===== config.mk =====
export PLATFORM = sky130hd
export DESIGN_NAME = axi_sram_wr_bridge
export DESIGN_NICKNAME = d
export VERILOG_FILES = /design/src/rtl/axi_sram_pkg.sv /design/src/rtl/axi_wr_addr_gen.sv /design/src/rtl/axi_sram_wr_bridge.sv
export SDC_FILE = /design/constraint.sdc
export NUM_CORES = 1
export LEC_CHECK = 0
export CAP_MARGIN = 20
export CORE_MARGIN = 2
export CORE_UTILIZATION = 48
export DETAILED_ROUTE_END_ITERATION = 16
export PLACE_DENSITY = 0.83
export SLEW_MARGIN = 20
export SYNTH_ARGS = -nofsm -noshare
export SYNTH_HDL_FRONTEND = slang
export SYNTH_SLANG_ARGS = --single-unit

===== constraint.sdc =====
create_clock -name clk -period 2.3 [get_ports clk]
set_clock_uncertainty 0.05 [all_clocks]
set_input_delay 0.46 -clock clk [delete_from_list [all_inputs] [get_ports clk]]
set_output_delay 0.46 -clock clk [all_outputs]
set_load 0.01 [all_outputs]

===== src/rtl/axi_sram_pkg.sv =====
// Shared definitions for the AXI-to-SRAM bridges: burst/response codes,
// write FSM encoding and the legal transfer limits.
package axi_sram_pkg;

  localparam logic [1:0] BURST_FIXED = 2'b00;
  localparam logic [1:0] BURST_INCR  = 2'b01;
  localparam logic [1:0] BURST_WRAP  = 2'b10;

  localparam logic [1:0] RESP_OKAY   = 2'b00;
  localparam logic [1:0] RESP_SLVERR = 2'b10;

  localparam logic [2:0] SIZE_WORD   = 3'b010;
  localparam logic [7:0] MAX_LEN     = 8'd15;

  typedef enum logic [1:0] {
    ST_IDLE  = 2'd0,
    ST_WDATA = 2'd1,
    ST_BRESP = 2'd2
  } wr_state_e;

endpackage


===== src/rtl/axi_wr_addr_gen.sv =====
// Burst word-address generator: loads the start word, steps it per beat for
// INCR bursts and flags a burst whose final word falls outside the SRAM.
module axi_wr_addr_gen #(
  parameter int ADDR_W = 32,
  parameter int RAM_AW = 14
) (
  input  logic              clk,
  input  logic              resetn,
  input  logic [ADDR_W-3:0] start_word,
  input  logic [7:0]        len,
  input  logic              incr,
  input  logic              load,
  input  logic              step,
  output logic [RAM_AW-1:0] addr,
  output logic              range_err
);

  logic [ADDR_W-2:0] end_word;
  logic              incr_q;

  // One spare bit so start+len cannot wrap back into the legal range.
  assign end_word  = {1'b0, start_word} + (incr ? {{(ADDR_W-9){1'b0}}, len} : '0);
  assign range_err = |end_word[ADDR_W-2:RAM_AW];

  // NOTE: state registers use non-blocking assignments so every flop samples
  // the pre-edge value of its inputs regardless of statement order.
  always_ff @(posedge clk or negedge resetn) begin
    if (!resetn) begin
      addr   <= '0;
      incr_q <= 1'b0;
    end else if (load) begin
      // A beat accepted alongside AW already consumed the start address.
      addr   <= start_word[RAM_AW-1:0] + {{(RAM_AW-1){1'b0}}, step & incr};
      incr_q <= incr;
    end else if (step && incr_q) begin
      addr   <= addr + 1'b1;
    end
  end

endmodule


===== src/rtl/axi_sram_wr_bridge.sv =====
// AXI4 write responder (AW/W/B) driving single-cycle byte-masked SRAM writes.
// Optional macro AXI_WR_AW_W_SAME_CYCLE_EN lets beat 0 ride along with AW.
module axi_sram_wr_bridge
  import axi_sram_pkg::*;
#(
  parameter int ADDR_W = 32,
  parameter int DATA_W = 32,
  parameter int ID_W   = 4,
  parameter int RAM_AW = 14
) (
  input  logic                clk,
  input  logic                resetn,
  input  logic [ID_W-1:0]     awid,
  input  logic [ADDR_W-1:0]   awaddr,
  input  logic [7:0]          awlen,
  input  logic [2:0]          awsize,
  input  logic [1:0]          awburst,
  input  logic                awvalid,
  output logic                awready,
  input  logic [DATA_W-1:0]   wdata,
  input  logic [DATA_W/8-1:0] wstrb,
  input  logic                wlast,
  input  logic                wvalid,
  output logic                wready,
  output logic [ID_W-1:0]     bid,
  output logic [1:0]          bresp,
  output logic                bvalid,
  input  logic                bready,
  output logic                ram_en,
  output logic [DATA_W/8-1:0] ram_wen,
  output logic [RAM_AW-1:0]   ram_addr,
  output logic [DATA_W-1:0]   ram_wdata
);

  wr_state_e         state, state_n;
  logic              rdy_q;
  logic [ID_W-1:0]   id_q;
  logic [7:0]        len_q, beat_cnt;
  logic              sup_q, err_q;
  logic              aw_hs, w_hs, aw_err, range_err, in_idle;
  logic              beat_last, beat_sup;
  logic [RAM_AW-1:0] gen_addr, beat_addr;

  axi_wr_addr_gen #(.ADDR_W(ADDR_W), .RAM_AW(RAM_AW)) u_addr_gen (
    .clk        (clk),
    .resetn     (resetn),
    .start_word (awaddr[ADDR_W-1:2]),
    .len        (awlen),
    .incr       (awburst == BURST_INCR),
    .load       (aw_hs),
    .step       (w_hs),
    .addr       (gen_addr),
    .range_err  (range_err)
  );

  assign aw_err = (awburst == BURST_WRAP) || (awburst == 2'b11) ||
                  (awsize != SIZE_WORD) || (awlen > MAX_LEN) ||
                  range_err || (awaddr[1:0] != 2'b00);

  // A beat seen in IDLE is beat 0 of the transaction being accepted right now.
  assign in_idle   = (state == ST_IDLE);
  assign beat_last = in_idle ? (awlen == 8'd0) : (beat_cnt == len_q);
  assign beat_sup  = in_idle ? aw_err : sup_q;
  assign beat_addr = in_idle ? awaddr[RAM_AW+1:2] : gen_addr;

  // NOTE: every always_comb output gets a default first so no path can leave
  // it unassigned and infer a latch.
  always_comb begin
    state_n = state;
    awready = 1'b0;
    wready  = 1'b0;
    bvalid  = 1'b0;
    case (state)
      ST_IDLE: begin
        awready = rdy_q;
`ifdef AXI_WR_AW_W_SAME_CYCLE_EN
        wready  = awvalid & rdy_q;
`endif
        if (awvalid && rdy_q)
          state_n = (wvalid && wready && awlen == 8'd0) ? ST_BRESP : ST_WDATA;
      end
      ST_WDATA: begin
        wready = 1'b1;
        if (wvalid && beat_last) state_n = ST_BRESP;
      end
      ST_BRESP: begin
        bvalid = 1'b1;
        if (bready) state_n = ST_IDLE;
      end
      default: state_n = ST_IDLE;
    endcase
  end

  assign aw_hs = awvalid & awready;
  assign w_hs  = wvalid & wready;
  assign bid   = id_q;
  assign bresp = (bvalid && err_q) ? RESP_SLVERR : RESP_OKAY;

  always_ff @(posedge clk or negedge resetn) begin
    if (!resetn) begin
      state     <= ST_IDLE;
      rdy_q     <= 1'b0;
      id_q      <= '0;
      len_q     <= '0;
      beat_cnt  <= '0;
      sup_q     <= 1'b0;
      err_q     <= 1'b0;
      ram_en    <= 1'b0;
      ram_wen   <= '0;
      ram_addr  <= '0;
      ram_wdata <= '0;
    end else begin
      state <= state_n;
      rdy_q <= 1'b1;
      if (aw_hs) begin
        id_q     <= awid;
        len_q    <= awlen;
        sup_q    <= aw_err;
        err_q    <= aw_err | (w_hs && (wlast != beat_last));
        beat_cnt <= w_hs ? 8'd1 : 8'd0;
      end else if (w_hs) begin
        beat_cnt <= beat_cnt + 8'd1;
        if (wlast != beat_last) err_q <= 1'b1;
      end
      // Zero-strobe beats still count but never touch the SRAM.
      ram_en <= w_hs && !beat_sup && (|wstrb);
      if (w_hs && !beat_sup && (|wstrb)) begin
        ram_wen   <= wstrb;
        ram_addr  <= beat_addr;
        ram_wdata <= wdata;
      end
    end
  end

endmodule


# Word level (Yosys, flattened, before mapping)

Cells that the tools add are included.

Register bits after elaboration: 91
Bits in latches: 0
Memory bits (writable): 0
Bits in read-only memories: 0
Output and inout port bits: 60
Word-level logic and storage cells: 76
Memories: 0

Add/sub/neg operators: 4
Multiply operators: 0
Divide/modulo/power cells: 0
$lt $le $gt $ge: 1
Equal/unequal tests: 11
Shifts and indexed selects: 0
Multiplexer cells: 20
Bitwise gates (word level): 4
Reduce and logical (&&, ||, !) cells: 23

Operators with widths:

| cell                    | number |
|---|---|
| $mux W14                | 3 |
| $add A30 B31 Y31        | 1 |
| $mux W8                 | 3 |
| $reduce_or A17 Y1       | 1 |
| $add A14 B1 Y14         | 1 |
| $add A14 B1 Y14 const B | 1 |
| $mux W1                 | 9 |
| $add A8 B1 Y8 const B   | 1 |
| $eq A8 B8 Y1            | 1 |
| $gt A8 B4 Y1 const B    | 1 |
| $logic_not A8 Y1        | 1 |
| $mux W2                 | 4 |
| $reduce_bool A2 Y1      | 4 |
| $logic_and A1 B1 Y1     | 7 |
| $eq A2 B2 Y1 const B    | 3 |
| $pmux W2 S3             | 1 |
| $logic_or A1 B1 Y1      | 5 |
| $eq A2 B1 Y1 const B    | 2 |
| $ne A2 B2 Y1 const B    | 2 |
| $reduce_or A4 Y1        | 1 |
| $and A1 B1 Y1           | 3 |
| $ne A3 B2 Y1 const B    | 1 |
| $reduce_and A3 Y1       | 1 |
| $logic_not A2 Y1        | 1 |
| 5 further kinds         | 5 |

# Logic depth before layout (Yosys ltp)

Gate-level depths: netlist of run 1.

Depth in word-level cells: 10
Mapped depth: 11

# By module

A second synthesis of run 1 with hierarchy kept.

Cell total of the unflattened synthesis: 461
Area, all modules: 5,053.6 µm²

Modules (own cells, without submodules):

| module             | instances | cells each | area an instance (µm²) | sequential area each (µm²) |
|---|---|---|---|---|
| axi_sram_wr_bridge | 1         | 248        | 3,374.5                | 1,901.8 |
| axi_wr_addr_gen    | 1         | 213        | 1,679.1                | 375.4 |

# Least setup slack after synthesis of run 1

OpenSTA, ideal clock, no wires.

Path kind: input port to flip-flop
From: in awburst[1]
To: reg err_q
Arrival time: 2,527 ps
Data required time: 2,122 ps
Setup slack: -405 ps
Stages on the path: 10
Path buffers: 0
Cell sequence: and2b_1 -> and2_1 -> ha_1 -> a211o_1 -> a21oi_1 -> a211oi_1 -> and3_1 -> o31a_1 -> nor4_1 -> a21oi_1

Longest elaborated chain between the ends: 8
Elaborated cells on any way between the ends: 13
Classes of those cells: 1 x add/sub; 3 x eq/ne; 2 x mux; 1 x bitwise; 6 x reduce/logical

RTL lines:

| element                                                 | RTL line                                           | RTL |
|---|---|---|
| start, declared                                         | axi_sram_wr_bridge.sv:17                           | `input logic [1:0] awburst,` |
| $eq A2 B1 Y1 or $eq A2 B2 Y1 (tied branches)            | axi_sram_wr_bridge.sv:49, axi_sram_wr_bridge.sv:56 |  |
| $mux W8 or $logic_or A1 B1 Y1 (tied branches)           | axi_wr_addr_gen.sv:22, axi_sram_wr_bridge.sv:56    |  |
| $add A30 B31 Y31 or $logic_or A1 B1 Y1 (tied branches)  | axi_wr_addr_gen.sv:22, axi_sram_wr_bridge.sv:56    |  |
| $reduce_or A17 Y1 or $logic_or A1 B1 Y1 (tied branches) | axi_wr_addr_gen.sv:23, axi_sram_wr_bridge.sv:57    |  |
| $logic_or A1 B1 Y1 *                                    | axi_sram_wr_bridge.sv:57                           | `(awsize != SIZE_WORD) \|\| (awlen > MAX_LEN) \|\|` |
| $logic_or A1 B1 Y1 *                                    | axi_sram_wr_bridge.sv:58                           | `range_err \|\| (awaddr[1:0] != 2'b00);` |
| $or A1 B1 Y1 *                                          | axi_sram_wr_bridge.sv:119                          | `err_q <= aw_err \| (w_hs && (wlast != beat_last));` |
| $mux W1 *                                               | axi_sram_wr_bridge.sv:115                          | `if (aw_hs) begin` |
| end signal, assigned                                    | axi_sram_wr_bridge.sv:119                          |  |
| end, declared                                           | axi_sram_wr_bridge.sv:39                           | `logic sup_q, err_q;` |

Mark *: on every way between the ends. The rest lies on a longest branch, timed or not.
A chain may end at the register's enable or synchronous reset.

# Final worst setup path of run 1

From: in awburst[1]
To: reg sup_q

Longest elaborated chain between the ends: 6
Elaborated cells on any way between the ends: 11
Classes of those cells: 1 x add/sub; 3 x eq/ne; 1 x mux; 6 x reduce/logical

RTL lines:

| element                                                 | RTL line                                           | RTL |
|---|---|---|
| $eq A2 B1 Y1 or $eq A2 B2 Y1 (tied branches)            | axi_sram_wr_bridge.sv:49, axi_sram_wr_bridge.sv:56 |  |
| $mux W8 or $logic_or A1 B1 Y1 (tied branches)           | axi_wr_addr_gen.sv:22, axi_sram_wr_bridge.sv:56    |  |
| $add A30 B31 Y31 or $logic_or A1 B1 Y1 (tied branches)  | axi_wr_addr_gen.sv:22, axi_sram_wr_bridge.sv:56    |  |
| $reduce_or A17 Y1 or $logic_or A1 B1 Y1 (tied branches) | axi_wr_addr_gen.sv:23, axi_sram_wr_bridge.sv:57    |  |
| $logic_or A1 B1 Y1 *                                    | axi_sram_wr_bridge.sv:57                           |  |
| $logic_or A1 B1 Y1 *                                    | axi_sram_wr_bridge.sv:58                           |  |
| end signal, assigned                                    | axi_sram_wr_bridge.sv:118                          | `sup_q <= aw_err;` |
| end, declared                                           | axi_sram_wr_bridge.sv:39                           |  |

Marked as above.

==> results.json, run 1 <==
{
  "ys_ff_latch": 91,
  "place_area_um2": 7210,
  "cts_root_buf": "clkbuf_8",
  "cts_buffers": 9,
  "violations": "setup timing",
  "routedWlPerCell_um": 17.5,
  "antenna_found_initial": 0,
  "crit_fanout": 5,
  "finalSetupViolCount": 2,
  "timing.final.ws_setup_ns": -0.225,
  "timing_worst_setup_path_type": "in2reg",
  "powerDensity_nw_per_um2": 933,
  "syn_area_per_cell_um2": 9.83,
  "grt_use_total": 0.273,
  "synth-async-reset-ratio": 1.00,
  "area_growth_pct": 53.4,
  "grt_pass1_wl_um": 24400,
  "syn_inst": 510,
  "layout_worst_path_cycle_share": 1.10,
  "drt_iter0_drc": 258,
  "slew_viol_final": 0,
  "grt_max_degree": 46,
  "die_w_um": 106,
  "leakage_nw": 3.24,
  "wl_um": 15300,
  "yosysUniqueCellTypes": 56,
  "min_from": "bid[1]",
  "via_per_inst": 5.50,
  "rsz0062_at_grt": "yes",
  "arrival_ns": 2.72,
  "diodes": 0,
  "ctsHtreeMaxLevel": 3,
  "gp_congestion": 0.908,
  "rows": 37,
  "report.final.hold_viol_count": 0,
  "cts.path.max_buffers": 2,
  "io_pins": 151,
  "status": "finished, violations left",
  "start_util": 0.490,
  "endpoint_kind": "register",
  "final_nets": 835,
  "portBuffers": 149,
  "gr-total-overflow": 0,
  "tns_ns": -0.434,
  "timing.critical_path.from": "awburst[1]",
  "drc_errors": 0,
  "worstHoldPathType": "reg2reg",
  "dieArea_um2": 11300,
  "final_area_um2": 7690,
  "cts_tree": "done",
  "core_area_um2": 10200,
  "cap_violations": 0,
  "synth_ff_type": "dfrtp_1",
  "fmax_ghz": 0.396,
  "fp.dieH_um": 106,
  "ir_worst_vdd_uv": 511,
  "clock-sinks": 91,
  "dp_hpwl_um": 11500,
  "yosysSeqAreaShare": 0.454,
  "ant_nets": 0,
  "drive_gt1_frac": 0.251,
  "num_vias": 4808,
  "grt_pass1_vias": 5063,
  "synthesis.area_um2": 5010,
  "start_kind": "input port",
  "yosysWarnings": 0,
  "cp.required_ns": 2.49,
  "clk_pin_slew_ns": 0.09,
  "min_period_ns": 2.53,
  "first_pass_iters": 6,
  "r2r-start": "state[1]",
  "syn-num-nets": 612,
  "worstSkewPairLatency_ns": 0.37,
  "synth-edff-count": 0
}
timing repair:
item | CTS | global route
hold endpoints to repair | 27 | 0
hold buffers | 1 | 0
resized for setup | 42 | 20
setup endpoints to repair | 5 | 10
pin swaps | 17 | 13
gates cloned | 1 | 0
buffers inserted | 8 | 4
cell usage after synthesis (all sizes together) (2+ instances only):
library cell | n | share of area
xor2 | 19 | 0.033
a2111oi | 3 | 0.0070
dfrtp | 91 | 0.45
or4 | 2 | 0.0030
or3 | 2 | 0.0025
nor2 | 33 | 0.025
o21ai | 20 | 0.020
xnor2 | 25 | 0.044
nand4 | 16 | 0.020
a221oi | 2 | 0.0060
nor4 | 8 | 0.010
and2 | 11 | 0.014
conb | 2 | 0.0015
mux2 | 36 | 0.081
a211o | 2 | 0.0035
o21a | 3 | 0.0045
a211oi | 2 | 0.0030
mux2i | 17 | 0.034
a21o | 3 | 0.0045
nand2b | 2 | 0.0025
a21oi | 29 | 0.029
nand3 | 17 | 0.017
clkbuf | 7 | 0.0052
and3 | 10 | 0.012
nor3 | 6 | 0.0080
and4 | 5 | 0.0087
nand2 | 82 | 0.061
ha | 11 | 0.027
or2 | 2 | 0.0025
buf | 18 | 0.017
inv | 4 | 0.0030
and2b | 2 | 0.0030
state kept, by name (all words and copies together), names as in the netlist:
register,cells
ram_wdata,32
sup_q,1
ram_wen,4
u_addr_gen.addr,14
ram_en,1
state,2
len_q,8
bid,4
err_q,1
u_addr_gen.incr_q,1
rdy_q,1
ram_addr,14
beat_cnt,8
kinds of logic (layout without fill, tap and decap cells):
family | after synthesis | in the layout | share of synthesized area
buf+inv | 29 | 256 | 0.0257
simple gates | 203 | 204 | 0.198
xor+xnor | 44 | 44 | 0.0769
flops | 91 | 91 | 0.454
mux | 53 | 53 | 0.115
fa+ha+maj | 11 | 11 | 0.0275
compound gates | 77 | 77 | 0.101
other cells | 2 | 2 | 0.00150
worst max-delay path: stages:
cell       delay [ns]
buf_8            0.08
and2b_2          0.25
buf_6            0.12
and2_4           0.15
ha_4             0.29
o21a_4           0.16
a21oi_4          0.07
buf_6            0.12
a2111oi_4        0.34
xnor2_1          0.18
o21ai_1          0.12
nor4_2           0.27
a21oi_1          0.09
stage by stage:
step	hold WS, ns	worst slack [ns]	power (mW)	instances	utilization
CTS	0.439	-0.234	7.16	870	0.742
floorplan	0.114	-0.316	4.27	510	-
detailed placement	0.359	-1.08	6.02	844	0.704
global placement	0.356	-1.03	5.83	844	0.704
global route	0.466	-0.302	7.60	874	0.751
finish	0.440	-0.225	7.18	874	0.751
path summary, 6_finish.rpt:
path,slack (ns),cells past startpoint,end
setup / recovery,-0.23,13,sup_q
hold / removal,0.44,2,bid[1]
setup reg to reg,0.06,8,sup_q
hold reg to reg,0.44,2,bid[1]
max in group asynchronous,0.98,3,ram_wdata[14]
min in group asynchronous,0.50,2,ram_wdata[10]
final cells by class:
cell class / count / area, um2
multi-input cells: 391 / 2860
fillers: 738 / 2540
well taps: 136 / 170
clock inverters: 6 / 71.3
clock buffers: 10 / 128
repair buffers: 236 / 2160
flip-flops and latches: 91 / 2280
inverters: 4 / 15.0
power breakdown:
group          switching [mW]  total [mW]  internal, mW
combinational            1.34        3.19          1.85
sequential              0.545        2.87          2.32
clock                   0.608        1.12         0.513
placed cells by master, fill, tap and decap left out, types with 5 or more instances in the layout:
| master | instances |
|---|---|
| mux2i_1 | 17 |
| xor2_1 | 19 |
| nor4_1 | 6 |
| and2_4 | 5 |
| and2_1 | 6 |
| clkdlybuf4s50_1 | 133 |
| buf_4 | 84 |
| o21ai_1 | 6 |
| mux2_2 | 36 |
| dfrtp_1 | 89 |
| o21ai_0 | 14 |
| nand4_1 | 16 |
| ha_4 | 5 |
| a21oi_1 | 26 |
| nor2_1 | 31 |
| clkbuf_8 | 9 |
| dlygate4sd2_1 | 11 |
| xnor2_1 | 25 |
| nand2_1 | 82 |
| nand3_1 | 16 |
| and3_1 | 10 |
per-layer routing:
metal | up-vias | wire length (um) | track usage
met3 | 59 | 960 | 0.0625
met1 | 2301 | 6240 | 0.319
li1 | 2242 | - | -
met2 | 206 | 7440 | 0.470
met5 | - | 0 | 0
met4 | 0 | 654 | 0.140
Power figures use the tool's default switching activity.
==> run 2, diff against run 1 <==
Settings changed: CORE_UTILIZATION 48 to 43, PLACE_DENSITY 0.83 to 0.79.
Clock period 2.3 ns to 2.11 ns, I/O delays scaled along.
==> results.json, run 2 (synthesized netlist as in run 1, its figures left out) <==
{
  "start_util": 0.439,
  "worstSetupEndpoint": "err_q",
  "num_vias": 4762,
  "rsz0062_at_grt": "yes",
  "dp_hpwl_um": 11500,
  "drc_errors": 0,
  "final_common_cell": "clkdlybuf4s50_1",
  "violations": "setup timing",
  "die_w_um": 112,
  "timing.critical_path.from": "awaddr[3]",
  "first_pass_iters": 4,
  "timing_worst_setup_path_type": "in2reg",
  "io_pins": 151,
  "start_kind": "input port",
  "final_nets": 842,
  "portBuffers": 149,
  "leakage_nw": 3.35,
  "cp.required_ns": 2.28,
  "gr-total-overflow": 0,
  "fmax_ghz": 0.394,
  "top_register": "ram_wdata",
  "ctsHtreeMaxLevel": 3,
  "comb_power_share": 0.424,
  "ir_worst_vdd_uv": 783,
  "final_cell_mix": "132 x clkdlybuf4s50_1, 91 x dfrtp_1, 90 x buf_4",
  "layout_worst_path_cycle_share": 1.20,
  "rows": 39,
  "cts_tree": "done",
  "drive_gt1_frac": 0.259,
  "worstHoldPathType": "reg2reg",
  "rr_worst_depth": 8,
  "power.internal_mw": 5.57,
  "largest_reg_flops": 32,
  "worstSkewPairLatency_ns": 0.34,
  "final_area_um2": 7920,
  "wl_um": 15300,
  "diodes": 0,
  "dieArea_um2": 12500,
  "cts_buffers": 9,
  "fin_util": 0.693,
  "drt_iter0_drc": 336,
  "crit_fanout": 3,
  "place_area_um2": 7320,
  "via_per_inst": 5.36,
  "clock-sinks": 91,
  "pre_cts_slack_ns": -1.28,
  "rrSetupSlack_ns": -0.10,
  "cap_violations": 0,
  "status": "finished, violations left",
  "grt_pass1_vias": 5029,
  "powerDensity_nw_per_um2": 1050,
  "r2r-start": "state[1]",
  "whs_ns": 0.425,
  "power_frac_seq": 0.375,
  "ant_nets": 0,
  "report.final.hold_viol_count": 0,
  "gp_congestion": 0.867,
  "clk_pin_slew_ns": 0.07,
  "fp.dieH_um": 112,
  "grt_max_degree": 46,
  "cts_root_buf": "clkbuf_16",
  "r2r-end": "sup_q",
  "endpoint_kind": "register",
  "grt_use_total": 0.246,
  "power_switching_share": 0.328,
  "slew_viol_final": 0,
  "timing.final.ws_setup_ns": -0.425,
  "arrival_ns": 2.71,
  "min_period_ns": 2.54,
  "routedWlPerCell_um": 17.2,
  "cts.path.max_buffers": 2,
  "pwr-share-clk": 0.202,
  "core_area_um2": 11400,
  "finalSetupViolCount": 3,
  "grt_pass1_wl_um": 24700,
  "power.switching_mw": 2.72,
  "area_growth_pct": 57.9,
  "largestRegisters": "ram_wdata x32, ram_addr x14, u_addr_gen.addr x14",
  "antenna_found_initial": 0
}
==> run 2: layout make-up <==
type / count / area, um2
fill: 843 / 3500
multi-input combinational: 390 / 2880
sequential: 91 / 2280
timing repair buffer: 244 / 2250
clock buffer: 11 / 253
tap: 143 / 179
clock inverter: 5 / 60.1
inverter: 4 / 15.0
==> run 2: routing by layer <==
layer,track usage,vias up,part of all wire
met5,0,-,0
met4,0.111,0,0.030
met3,0.0490,30,0.067
met2,0.428,186,0.51
met1,0.294,2282,0.39
li1,-,2264,-
==> run 2: worst min-delay path by stage <==
stage / start / cells after the start / slack [ns] / end
floorplan: resetn / 0 / 0.08 / beat_cnt[0]
global placement: resetn / 1 / 0.34 / ram_wdata[10]
detailed placement: resetn / 1 / 0.35 / ram_wdata[10]
CTS: awlen[3] / 3 / 0.42 / len_q[3]
global route: awlen[1] / 3 / 0.43 / len_q[1]
finish: bid[3] / 2 / 0.43 / bid[3]
==> run 2: metrics by stage <==
step | instances | total power, mW | setup TNS (ns)
finish | 888 | 8.29 | -0.806
global route | 888 | 8.82 | -1.55
CTS | 883 | 8.32 | -0.992
detailed placement | 859 | 6.58 | -11.55
global placement | 859 | 6.41 | -9.31
floorplan | 510 | 4.66 | -0.912
==> run 2: critical path: stages <==
cell	delay (ns)
clkdlybuf4s50_1	0.48
ha_1	0.32
and4_4	0.24
a221oi_4	0.08
buf_4	0.15
a2111oi_4	0.36
xnor2_1	0.17
o221ai_1	0.15
nor4_2	0.23
a21oi_1	0.09
==> run 2: timing repair <==
item	4_1_cts	5_1_grt
resized for setup	45	16
setup buffers	7	5
endpoints found under the setup margin	12	11
pin swaps	14	17
hold endpoints to repair	33	0
hold buffers	1	0
==> run 2: power groups by stage <==
stage | registers [mW] | logic (mW) | clock network, mW
final | 3.10 | 3.51 | 1.67
after detailed placement | 3.13 | 3.45 | 0
after CTS | 3.11 | 3.51 | 1.70
after floorplan | 3.26 | 1.39 | 0
after global routing | 3.21 | 3.80 | 1.81
after global placement | 3.05 | 3.36 | 0
